`src/rtl/smith_waterman_pkg.sv`:
```
// Shared types for the Smith-Waterman AFU: CCI-P channel-1 subset, DSM status line layout, writer FSM states.
// Latency: n/a (types, constants and one pure helper function only).
// Backpressure: n/a.
package smith_waterman_pkg;

  localparam int CCIP_CL_W = 512;
  localparam logic [15:0] DSM_MDATA_DEFAULT = 16'hD5D5;
  localparam logic [31:0] DSM_DONE_MARKER = 32'h0000_0001;

  // Host address in cache-line units
  typedef logic [41:0] t_hc_address;

  typedef enum logic [3:0] {
    eREQ_WRLINE_I = 4'h0,
    eREQ_WRLINE_M = 4'h1,
    eREQ_WRPUSH_I = 4'h2,
    eREQ_WRFENCE  = 4'h4,
    eREQ_INTR     = 4'h6
  } t_ccip_c1_req;

  typedef enum logic [3:0] {
    eRSP_WRLINE  = 4'h0,
    eRSP_WRFENCE = 4'h4,
    eRSP_INTR    = 4'h6
  } t_ccip_c1_rsp;

  typedef enum logic [1:0] {
    eVC_VA  = 2'b00,
    eVC_VL0 = 2'b01,
    eVC_VH0 = 2'b10,
    eVC_VH1 = 2'b11
  } t_ccip_vc;

  typedef enum logic [1:0] {
    eCL_LEN_1 = 2'b00,
    eCL_LEN_2 = 2'b01,
    eCL_LEN_4 = 2'b11
  } t_ccip_cl_len;

  typedef struct packed {
    logic [5:0]   rsvd2;
    t_ccip_vc     vc_sel;
    logic         sop;
    logic         rsvd1;
    t_ccip_cl_len cl_len;
    t_ccip_c1_req req_type;
    logic [5:0]   rsvd0;
    t_hc_address  address;
    logic [15:0]  mdata;
  } t_ccip_c1_ReqMemHdr;

  typedef struct packed {
    t_ccip_c1_rsp resp_type;
    logic [15:0]  mdata;
  } t_ccip_c1_RspMemHdr;

  typedef struct packed {
    t_ccip_c1_ReqMemHdr   hdr;
    logic [CCIP_CL_W-1:0] data;
    logic                 valid;
  } t_if_ccip_c1_Tx;

  typedef struct packed {
    t_ccip_c1_RspMemHdr hdr;
    logic               rspValid;
  } t_if_ccip_c1_Rx;

  typedef enum logic [1:0] {
    DSM_IDLE     = 2'd0,
    DSM_RUN      = 2'd1,
    DSM_WRITE    = 2'd2,
    DSM_WAIT_RSP = 2'd3
  } t_dsm_state;

  // Status line as seen by host software, LSB first: marker, score, cycles, seq
  typedef struct packed {
    logic [351:0] rsvd;
    logic [31:0]  seq;
    logic [63:0]  cycles;
    logic [31:0]  score;
    logic [31:0]  marker;
  } t_dsm_line;

  function automatic t_dsm_line make_dsm_line(input logic [31:0] score,
                                              input logic [63:0] cycles,
                                              input logic [31:0] seq);
    t_dsm_line line;
    line        = '0;
    line.marker = DSM_DONE_MARKER;
    line.score  = score;
    line.cycles = cycles;
    line.seq    = seq;
    return line;
  endfunction

endpackage

```
`src/rtl/smith_waterman_cycle_counter.sv`:
```
// 64-bit free-running cycle counter with synchronous clear and saturation at all-ones.
// Latency: count reflects enable one cycle after it is sampled; clear wins over enable.
// Backpressure: none; never wraps, sticks at all-ones.
module smith_waterman_cycle_counter (
  input  logic        clk,
  input  logic        reset,
  input  logic        i_clr,
  input  logic        i_en,
  output logic [63:0] o_count
);

  logic [63:0] r_count;

  // Count enabled cycles, holding at the ceiling instead of wrapping
  always_ff @(posedge clk) begin
    if (reset || i_clr) begin
      r_count <= '0;
    end else if (i_en && (r_count != '1)) begin
      r_count <= r_count + 64'd1;
    end
  end

  assign o_count = r_count;

endmodule

```
`src/rtl/smith_waterman_dsm_writer.sv`:
```
// Job timer and completion reporter: writes one status line to hc_dsm_base on c1 and waits for its response.
// Latency: done in cycle N -> c1Tx.valid in N+1 (almFull low); busy/complete update the cycle after the response.
// Backpressure: c1TxAlmFull high holds the request in WRITE with valid low; issued once almFull drops.
module smith_waterman_dsm_writer
  import smith_waterman_pkg::*;
#(
  parameter logic [15:0] DSM_MDATA = DSM_MDATA_DEFAULT
) (
  input  logic           clk,
  input  logic           reset,
  input  t_hc_address    hc_dsm_base,
  input  logic           start,
  input  logic           done,
  input  logic [31:0]    score,
  output t_if_ccip_c1_Tx c1Tx,
  input  logic           c1TxAlmFull,
  input  t_if_ccip_c1_Rx c1Rx,
  output logic           busy,
  output logic           complete,
  output logic           err_nobase,
  output logic           err_overrun
);

  t_dsm_state         r_state;
  t_dsm_state         w_state_next;
  logic [31:0]        r_seq;
  logic               r_complete;
  logic               r_err_nobase;
  logic               r_err_overrun;
  logic               r_tx_valid;
  t_ccip_c1_ReqMemHdr r_tx_hdr;
  t_dsm_line          r_tx_dat;
  t_ccip_c1_ReqMemHdr w_tx_hdr;
  logic [63:0]        w_cycles;
  logic               w_base_zero;
  logic               w_accept_start;
  logic               w_done_run;
  logic               w_send;
  logic               w_rsp_match;

  assign w_base_zero = (hc_dsm_base == '0);

  smith_waterman_cycle_counter u_cycle_counter (
    .clk     (clk),
    .reset   (reset),
    .i_clr   (w_accept_start),
    .i_en    (r_state == DSM_RUN),
    .o_count (w_cycles)
  );

  // State register
  always_ff @(posedge clk) begin
    if (reset) begin
      r_state <= DSM_IDLE;
    end else begin
      r_state <= w_state_next;
    end
  end

  // Next state and per-cycle strobes; a request is launched straight from the done cycle when possible
  always_comb begin
    w_state_next   = r_state;
    w_accept_start = 1'b0;
    w_done_run     = 1'b0;
    w_send         = 1'b0;
    w_rsp_match    = 1'b0;
    unique case (r_state)
      DSM_IDLE: begin
        if (start) begin
          w_accept_start = 1'b1;
          w_state_next   = DSM_RUN;
        end
      end
      DSM_RUN: begin
        if (done) begin
          w_done_run   = 1'b1;
          w_send       = !w_base_zero && !c1TxAlmFull;
          w_state_next = w_base_zero ? DSM_IDLE : DSM_WRITE;
        end
      end
      DSM_WRITE: begin
        // r_tx_valid high means the single request is on the bus this cycle
        if (r_tx_valid) begin
          w_state_next = DSM_WAIT_RSP;
        end else begin
          w_send = !c1TxAlmFull;
        end
      end
      DSM_WAIT_RSP: begin
        if (c1Rx.rspValid && (c1Rx.hdr.resp_type == eRSP_WRLINE) &&
            (c1Rx.hdr.mdata == DSM_MDATA)) begin
          w_rsp_match  = 1'b1;
          w_state_next = DSM_IDLE;
        end
      end
      default: w_state_next = DSM_IDLE;
    endcase
  end

  // Fixed write-line header for the status line
  always_comb begin
    w_tx_hdr          = '0;
    w_tx_hdr.vc_sel   = eVC_VA;
    w_tx_hdr.sop      = 1'b1;
    w_tx_hdr.cl_len   = eCL_LEN_1;
    w_tx_hdr.req_type = eREQ_WRLINE_I;
    w_tx_hdr.address  = hc_dsm_base;
    w_tx_hdr.mdata    = DSM_MDATA;
  end

  // c1 request register: payload captured at done, valid pulses exactly once per job
  always_ff @(posedge clk) begin
    if (reset) begin
      r_tx_valid <= 1'b0;
      r_tx_hdr   <= '0;
      r_tx_dat   <= '0;
    end else begin
      r_tx_valid <= w_send;
      if (w_done_run && !w_base_zero) begin
        r_tx_hdr <= w_tx_hdr;
        r_tx_dat <= make_dsm_line(score, w_cycles, r_seq);
      end
    end
  end

  // Job sequence number and sticky status; later statements win, so overrun set beats start clear
  always_ff @(posedge clk) begin
    if (reset) begin
      r_seq         <= '0;
      r_complete    <= 1'b0;
      r_err_nobase  <= 1'b0;
      r_err_overrun <= 1'b0;
    end else begin
      if (w_accept_start) begin
        r_seq         <= r_seq + 32'd1;
        r_complete    <= 1'b0;
        r_err_nobase  <= 1'b0;
        r_err_overrun <= 1'b0;
      end
      if (w_done_run && w_base_zero) begin
        r_err_nobase <= 1'b1;
        r_complete   <= 1'b1;
      end
      if (w_rsp_match) begin
        r_complete <= 1'b1;
      end
      if (done && (r_state != DSM_RUN)) begin
        r_err_overrun <= 1'b1;
      end
    end
  end

  assign c1Tx        = '{hdr: r_tx_hdr, data: r_tx_dat, valid: r_tx_valid};
  assign busy        = (r_state != DSM_IDLE);
  assign complete    = r_complete;
  assign err_nobase  = r_err_nobase;
  assign err_overrun = r_err_overrun;

endmodule

```
`config.mk`:
```
export PLATFORM = sky130hd
export DESIGN_NAME = smith_waterman_dsm_writer
export DESIGN_NICKNAME = d
export VERILOG_FILES = /design/src/rtl/smith_waterman_pkg.sv /design/src/rtl/smith_waterman_cycle_counter.sv /design/src/rtl/smith_waterman_dsm_writer.sv
export SDC_FILE = /design/constraint.sdc
export NUM_CORES = 1
export LEC_CHECK = 0
export ABC_AREA = 1
export BUFFER_PORTS_ARGS = -buffer_cell sky130_fd_sc_hd__buf_2
export CAP_MARGIN = 20
export CORE_AREA = 2 2 269 271
export CTS_CLUSTER_SIZE = 14
export DETAILED_ROUTE_END_ITERATION = 6
export DIE_AREA = 0 0 271 273
export HOLD_SLACK_MARGIN = 0.15
export MAX_ROUTING_LAYER = met4
export PLACE_DENSITY = 0.43
export RECOVER_POWER = 100
export SLEW_MARGIN = 0
export SYNTH_ARGS = -nofsm -noshare
export SYNTH_HDL_FRONTEND = slang
export SYNTH_SLANG_ARGS = --single-unit
export TNS_END_PERCENT = 100
```
`constraint.sdc`:
```
create_clock -name clk -period 2.7 [get_ports clk]
set_input_delay 0.27 -clock clk [delete_from_list [all_inputs] [get_ports clk]]
set_output_delay 0.27 -clock clk [all_outputs]
set_load 0.01 [all_outputs]
```
==> results of run 1 <==
cell families after synthesis:
family                   count (synthesis)  synth area share
buffers and inverters                  610             0.253
flip-flops                             273             0.341
XOR/XNOR                                35            0.0191
adder cells (fa/ha/maj)                  7           0.00547
AND/OR/NAND/NOR                       1058             0.284
other                                    1          0.000234
AO/OA/AOI/OAI                          281            0.0967
metal layers:
metal | vias up | wire (um) | global-route usage
li1 | 7153 | - | -
met1 | 6455 | 21600 | 0.157
met2 | 361 | 24900 | 0.220
met3 | 64 | 2580 | 0.0257
met4 | 0 | 1060 | 0.0356
met5 | - | 0 | -
registers in the layout, indices dropped and copies added (netlist names), named ones only:
| register | cells |
|---|---|
| r_tx_valid | 1 |
| err_nobase | 1 |
| err_overrun | 1 |
| r_state | 1 |
| c1Tx | 171 |
| u_cycle_counter.o_count | 64 |
| r_seq | 32 |
| complete | 1 |
cell usage in the layout, fill, tap and decap left out, types with 27 or more instances in the layout:
master         count
clkbuf_16         36
dlygate4sd3_1     86
a21oi_1          225
nor2_1           213
a21oi_2           29
clkbuf_1         200
buf_2             98
conb_1           410
dfxtp_1          273
nand2_1          533
nand4_1           27
inv_1             89
nand3_1          233
power groups by stage:
stage / Clock, mW / Combinational, mW / Sequential [mW]
2_1_floorplan: 0 / 2.18 / 4.52
3_3_place_gp: 0 / 2.46 / 4.45
3_5_place_dp: 0 / 2.46 / 4.45
4_1_cts: 4.80 / 2.57 / 4.36
5_1_grt: 4.94 / 2.66 / 4.40
6_report: 4.61 / 2.39 / 4.37
path summary, 6_finish.rpt:
path           endpoint  slack (ns)  depth (start not counted)
max            complete        0.19                          9
max reg2reg   c1Tx[551]        0.22                          8
min reg2reg  err_nobase        0.45                          2
min            r_seq[6]        0.27                          5
critical path, cell delays in order:
cell and delay, ns:
dlygate4sd3_1 0.51, buf_2 0.10, nand3_1 0.05, dlygate4sd3_1 0.55
nor4_1 0.25, dlygate4sd3_1 0.57, nand3_1 0.06, dlygate4sd3_1 0.56
nand3_1 0.06
layout make-up:
type | instances | share of cell area
Antenna cell | 1 | 0.000136
Clock buffer | 52 | 0.0558
Clock inverter | 10 | 0.00447
Inverter | 92 | 0.0194
Multi-Input combinational cell | 1791 | 0.431
Sequential cell | 273 | 0.296
Tap cell | 950 | 0.0644
Timing Repair Buffer | 409 | 0.129
repair_timing:
action                                 in CTS  in global routing
gates resized for setup                     0                  2
hold buffers                               86                  0
setup endpoints to repair                   0                  5
endpoints found under the hold margin     105                  0
cells in the mapped netlist, drive strengths merged:
library cell  number  area share
dfxtp            273        0.34
clkinv             1     0.00023
clkbuf            47       0.011
xor2              14      0.0077
a32o               1     0.00063
nand3            233       0.073
conb               1     0.00023
o21a               1     0.00047
a31oi              1     0.00039
xnor2             21       0.011
inv               91       0.022
nor2             220       0.055
nor3b              1     0.00047
nand3b             7      0.0033
nor4               2     0.00078
ha                 7      0.0055
o22ai              1     0.00039
o21ai             19      0.0059
a221oi             1     0.00055
nor3              20      0.0063
o31ai              1     0.00047
a211oi             2     0.00094
nand4             27       0.011
buf              471        0.22
nand2            547        0.13
or2                1     0.00039
a21oi            254       0.087
stage by stage:
stage / util / instances
floorplan: - / 2674
global placement: 0.237 / 3428
detailed placement: 0.237 / 3428
CTS: 0.265 / 3576
global route: 0.260 / 3578
finish: 0.260 / 3578
==> impl_metrics.tcl, run 1 <==
set metrics [dict create \
    die_area_sq_um 74000 \
    holdCritStartpoint "start" \
    vias 14000 \
    core-area_sq_um 71000 \
    wl_um 50200 \
    grt_overflow 0 \
    drc 0 \
    netlist_area_sq_um 16000 \
    fin_setup_tns_ns 0 \
    grt_setup_unrepaired "false" \
    finalNetCount 2710 \
    hp-class "input port to flop" \
    numCtsBuffers 36 \
    critPathLaunch "c1Rx[13]" \
    die_w_um 271 \
    area_growth_pct 15.3 \
    multi_input_area_sq_um 7960 \
    cts_tree "yes" \
    drt_iter0_markers 608 \
    synth.distinct_cells 40 \
    power_frac_clock 0.406 \
    ys_ff_latch 273 \
    drt_first_pass_iters 5 \
    internal_power_mw 7.52 \
    p_sw_frac 0.339 \
    rows 98 \
    grt.total_usage 0.130 \
    p_sw_mw 3.85 \
    timing.fmax_ghz 0.398 \
    required_ns 3.18 \
    clk_path_buf_depth 3 \
    grt_pass1_wl_um 74700 \
    peakVddDrop_v 0.000421 \
    yosys_warnings 0 \
    power_density_nw_per_um2 616 \
    fillCellCount 8120 \
    period_share 0.930 \
    cts_sinks 273 \
    drive_above_1_share 0.0910 \
    worst_slack_ns 0.190 \
    ant_nets 0 \
    outcome "complete, no violations" \
    setup_viol 0 \
    place.gp.congestion 0.855 \
    port_buffers 286 \
    pre_cts_slack_ns 0.521 \
    viasPerCell 3.92 \
    crit_path_start_kind "input port" \
    initial_utilization 0.226 \
    drv_slew 0 \
    place_area_sq_um 16900 \
    wl_per_cell_um 14.0 \
    grt_antenna_before_repair 1 \
    hold_viol 0 \
    cp_data_arrival_time_ns 2.99 \
    ys_seq_area_frac 0.341 \
    cts-htree-levels 2 \
    grt_pass1_vias 13000 \
    clkLatencyLatePin_ns 0.56 \
    grt_max_degree 91 \
    io_pins 697 \
    finalCriticalPeriod_ns 2.51 \
    seq_area_sq_um 5470 \
    clk_pin_slew_ns 0.05 \
    worstPathMaxFanout 2 \
    maxCapViolCount 0 \
    finalInstanceArea_sq_um 18500 \
    p_comb_frac 0.210 \
    criticalPathCategory "input port to flop" \
    dp_hpwl_um 37300 \
    relSlewSlack 0.400 \
    p_leak_nw 6.77 \
    seqPwrFrac 0.384 \
    worstSetupEndpointType "flop" \
    die_h_um 273 \
    tightest_slew_ns 0.900 \
    worst_clock_skew_ns 0.0227 \
    cts_root_buf "clkbuf_16" \
    holdWs_ns 0.268 \
    synth_cells 2265 \
    total_power_mw 11.4 \
    post_cts_buffers 0 \
    synth.avg_cell_area_sq_um 7.07 \
]
(Power assumes the default switching activity.)
==> run 2: changes to the inputs <==
--- a/config.mk
+++ b/config.mk
@@ -8,13 +8,13 @@
 export ABC_AREA = 1
 export BUFFER_PORTS_ARGS = -buffer_cell sky130_fd_sc_hd__buf_2
 export CAP_MARGIN = 20
-export CORE_AREA = 2 2 269 271
+export CORE_AREA = 4 4 266 268
 export CTS_CLUSTER_SIZE = 14
 export DETAILED_ROUTE_END_ITERATION = 6
-export DIE_AREA = 0 0 271 273
+export DIE_AREA = 0 0 270 272
 export HOLD_SLACK_MARGIN = 0.15
 export MAX_ROUTING_LAYER = met4
-export PLACE_DENSITY = 0.43
+export PLACE_DENSITY = 0.44
 export RECOVER_POWER = 100
 export SLEW_MARGIN = 0
 export SYNTH_ARGS = -nofsm -noshare
==> impl_metrics.tcl, run 2 (synthesis gave the netlist of run 1 again) <==
set metrics [dict create \
    outcome "complete, no violations" \
    dp.cells 3363 \
    peakVddDrop_v 0.000349 \
    final_common_cell "nand2_1" \
    crit_path_cell_trace "dlygate4sd3_1, buf_2, nand3_1, dlygate4sd3_1, nor4_1, dlygate4sd3_1, nand3_1, dlygate4sd3_1, nand3_1" \
    clkLatencyLatePin_ns 0.55 \
    cts_sinks 273 \
    ant_nets 0 \
    cts-htree-levels 2 \
    wl_per_cell_um 14.6 \
    route.met2.wl_um 25300 \
    worstSetupEndpointType "flop" \
    io_pins 697 \
    setup_viol 0 \
    cp_slowest_cell "dlygate4sd3_1" \
    hp-class "input port to flop" \
    critPathLaunch "c1Rx[13]" \
    initial_utilization 0.234 \
    area_growth_pct 14.7 \
    p_sw_mw 3.82 \
    timing.fmax_ghz 0.392 \
    timing.rr.start "r_state[0]" \
    required_ns 3.17 \
    finalCriticalPeriod_ns 2.55 \
    criticalPathCategory "input port to flop" \
    grt.total_usage 0.131 \
    n_antenna_cell 0 \
    cts_root_buf "clkbuf_16" \
    cp_common_cell "dlygate4sd3_1" \
    grt_pass1_wl_um 76100 \
    numCtsBuffers 36 \
    period_share 0.944 \
    drive_above_1_share 0.0907 \
    clk_path_buf_depth 3 \
    place.gp.congestion 0.867 \
    wl_met3_um 2680 \
    post_cts_buffers 0 \
    power_frac_clock 0.411 \
    die_w_um 270 \
    finalNetCount 2707 \
    cp_data_arrival_time_ns 3.02 \
    fin_setup_tns_ns 0 \
    grt_overflow 0 \
    stdcell_count 3506 \
    seqPwrFrac 0.379 \
    port_buffers 286 \
    drc 0 \
    slowest_delay_ns 0.58 \
    die_area_sq_um 73400 \
    grt_max_degree 149 \
    power_density_nw_per_um2 628 \
    p_sw_frac 0.331 \
    rows 96 \
    tightest_slew_ns 0.918 \
    dp_hpwl_um 38500 \
    core-area_sq_um 68300 \
    p_comb_frac 0.210 \
    grt_pass1_vias 13200 \
    grt_antenna_before_repair 0 \
    wl_met1_um 21900 \
    drt_first_pass_iters 5 \
    largest_reg_flops 171 \
    drv_slew 0 \
    drt_iter0_markers 640 \
    cts_tree "yes" \
    worstPathMaxFanout 2 \
    clk_pin_slew_ns 0.06 \
    internal_power_mw 7.71 \
    relSlewSlack 0.388 \
    holdCritStartpoint "start" \
    grt_setup_unrepaired "false" \
    fillCellCount 7794 \
    viasPerCell 3.99 \
    wl_um 51000 \
    crit_path_start_kind "input port" \
    vias 14000 \
    hold_viol 0 \
    top_layer "met4" \
    worst_clock_skew_ns 0.0345 \
    layout_common_cells "nand2_1, conb_1, dfxtp_1, a21oi_1, nand3_1" \
    maxCapViolCount 0 \
    die_h_um 272 \
    p_leak_nw 6.80 \
]
run 2: cell types whose count changed in the layout (fill, tap and decap cells not counted), moves of 5 or more:
cell           before  now
nand2_2            11   33
dlygate4sd3_1      86   81
nand2_1           533  511
a21oi_2            29    4
a21oi_1           225  250
run 2: critical path, delay by kind of cell:
kind | cells | cell delay (ns)
buffers and inverters | 5 | 2.31
and+or+nand+nor | 4 | 0.44
run 2: per-layer routing:
layer	up-vias	GRT usage
li1	7163	-
met1	6374	0.161
met2	373	0.222
met3	67	0.0245
met4	0	0.0355
met5	-	-
run 2: power by group through the flow:
stage,Sequential (mW),Clock (mW),Combinational [mW]
global placement,4.44,0,2.47
finish,4.37,4.74,2.42
global route,4.40,5.08,2.68
CTS,4.36,4.94,2.55
floorplan,4.52,0,2.18
detailed placement,4.45,0,2.46
run 2: final cells by class:
cell class                 count  area, sq um  area share
inverter                      92          363      0.0198
tap                          882         1100      0.0601
clock buffer                  49         1020      0.0555
sequential                   273         5470       0.298
multi-input combinational   1791         7940       0.432
clock inverter                13          139     0.00756
timing repair buffer         406         2340       0.127
run 2: worst paths after layout:
kind	end	slack, ns	cells past startpoint
max	complete	0.15	9
min	r_state[0]	0.28	6
max reg2reg	r_seq[23]	0.38	11
min reg2reg	c1Tx[529]	0.46	2
run 2: timing repair:
action                    CTS  global route
hold buffers               81             0
hold endpoints to repair  116             0
gates resized for setup     0             0
run 2: through the flow:
stage / setup slack [ns] / utilization / hold slack (ns) / total power [mW] / cell area (sq um)
2_1_floorplan: 0.797 / - / 0.416 / 6.70 / 17500
3_3_place_gp: 0.429 / 0.246 / 0.447 / 6.91 / 16800
3_5_place_dp: 0.430 / 0.246 / 0.448 / 6.90 / 16800
4_1_cts: 0.200 / 0.275 / 0.195 / 11.9 / 18800
5_1_grt: 0.0229 / 0.269 / 0.334 / 12.2 / 18400
6_report: 0.150 / 0.269 / 0.281 / 11.5 / 18400
==> run 3: changes to the inputs <==
==> constraint.sdc (replaced) <==
create_clock -name clk -period 3.05 [get_ports clk]
set_input_delay 0.305 -clock clk [delete_from_list [all_inputs] [get_ports clk]]
set_output_delay 0.305 -clock clk [all_outputs]
set_load 0.01 [all_outputs]
==> impl_metrics.tcl, run 3 (synthesis gave the netlist of run 1 again) <==
set metrics [dict create \
    outcome "complete, no violations" \
    drive_above_1_share 0.0876 \
    holdWs_ns 0.190 \
    setup_viol 0 \
    cts_root_buf "clkbuf_16" \
    finalNetCount 2696 \
    port_buffers 286 \
    place.gp.congestion 0.836 \
    hold_viol 0 \
    grt_antenna_before_repair 0 \
    finalCriticalPeriod_ns 2.55 \
    largest_reg_flops 171 \
    clkLatencyLatePin_ns 0.54 \
    relSlewSlack 0.416 \
    period_share 0.836 \
    drv_slew 0 \
    maxCapViolCount 0 \
    grt_setup_unrepaired "false" \
    finalInstanceArea_sq_um 18400 \
    worstPathMaxFanout 10 \
    final_common_cell "nand2_1" \
    grt.total_usage 0.131 \
    cts.repair.resized 0 \
    crit_path_start_kind "flop" \
    dp.cells 3352 \
    required_ns 3.47 \
    area_growth_pct 14.6 \
    timing.fmax_ghz 0.392 \
    grt_pass1_vias 13100 \
    dp_hpwl_um 37700 \
    die_h_um 272 \
    grt_overflow 0 \
    wl_per_cell_um 14.5 \
    grt_max_degree 148 \
    peakVddDrop_v 0.000290 \
    ant_nets 0 \
    clk_path_buf_depth 3 \
    drt_first_pass_iters 5 \
    fin_setup_tns_ns 0 \
    drt_iter0_markers 581 \
    pre_cts_slack_ns 0.453 \
    power_density_nw_per_um2 560 \
    vias 13900 \
    cts_tree "yes" \
    initial_utilization 0.234 \
    fillCellCount 7763 \
    hp-class "input port to flop" \
    die_w_um 270 \
    p_leak_nw 6.75 \
    layout_common_cells "nand2_1, conb_1, dfxtp_1, nand3_1, a21oi_1" \
    worst_clock_skew_ns 0.0361 \
    tightest_slew_ns 0.873 \
    n_antenna_cell 0 \
    criticalPathCategory "flop to flop" \
    place_area_sq_um 16700 \
    post_cts_buffers 0 \
    cts_sinks 273 \
    numCtsBuffers 36 \
    drc 0 \
    cp_data_arrival_time_ns 2.97 \
    die_area_sq_um 73400 \
    rows 96 \
    io_pins 697 \
    worstSetupEndpointType "flop" \
    viasPerCell 3.98 \
    wl_um 50700 \
    grt_pass1_wl_um 75800 \
    cts-htree-levels 2 \
    stdcell_count 3495 \
    worst_slack_ns 0.500 \
    clk_pin_slew_ns 0.06 \
    core-area_sq_um 68300 \
]
-- run 3: changes by cell type in the layout (fill, tap and decap cells not counted), sizes merged --
cell and delta:
bufinv +1, dlygate4sd3 -1, clkinv -1, clkinvlp -2, buf -4, clkbuf -4
-- run 3: through the flow --
stage / power [mW] / util
2_1_floorplan: 5.93 / -
3_3_place_gp: 6.07 / 0.244
3_5_place_dp: 6.06 / 0.244
4_1_cts: 10.6 / 0.273
5_1_grt: 10.9 / 0.268
6_report: 10.3 / 0.268
-- run 3: routing by layer --
| layer | share of wire | routed length, um | global-route usage |
|---|---|---|---|
| met1 | 0.43 | 21900 | 0.162 |
| met2 | 0.49 | 24800 | 0.220 |
| met3 | 0.056 | 2830 | 0.0284 |
| met4 | 0.023 | 1160 | 0.0328 |
| met5 | 0 | 0 | - |
-- run 3: worst paths after layout --
check,end,start,depth (start not counted),slack (ns)
setup / recovery,r_seq[29],r_state[0],11,0.50
hold / removal,complete,c1Rx[18],5,0.19
setup reg to reg,r_seq[29],r_state[0],11,0.50
hold reg to reg,err_nobase,err_nobase,2,0.46
-- run 3: critical path, cell delays in order, from the launching register on --
cell     delay, ns
dfxtp_1       0.34
inv_1         0.13
ha_1          0.18
nand2_1       0.29
nor2_1        0.36
nand2_1       0.12
nor2_1        0.30
nand2_1       0.13
nor2_1        0.27
nand2_1       0.13
o21ai_0       0.16
a21oi_1       0.06
-- run 3: report_power, final --
part           leakage [nW]  total, mW  switching (mW)  internal, mW
clock                 0.587       4.32            1.70          2.62
combinational          3.96       2.08            1.54         0.539
sequential             2.20       3.87           0.118          3.75
-- run 3: area by class of cell --
| cell class | instances | area [sq um] | share of cell area |
|---|---|---|---|
| multi-input cells | 1791 | 7950 | 0.433 |
| flip-flops and latches | 273 | 5470 | 0.298 |
| repair buffers | 395 | 2280 | 0.124 |
| well taps | 882 | 1100 | 0.0601 |
| clock buffers | 51 | 1040 | 0.0565 |
| inverters | 92 | 363 | 0.0198 |
| clock inverters | 11 | 153 | 0.00832 |
-- run 3: what timing repair did --
| action | 4_1_cts | 5_1_grt |
|---|---|---|
| endpoints found under the hold margin | 101 | 0 |
| hold buffers | 80 | 0 |
| endpoints found under the setup margin | 0 | 0 |
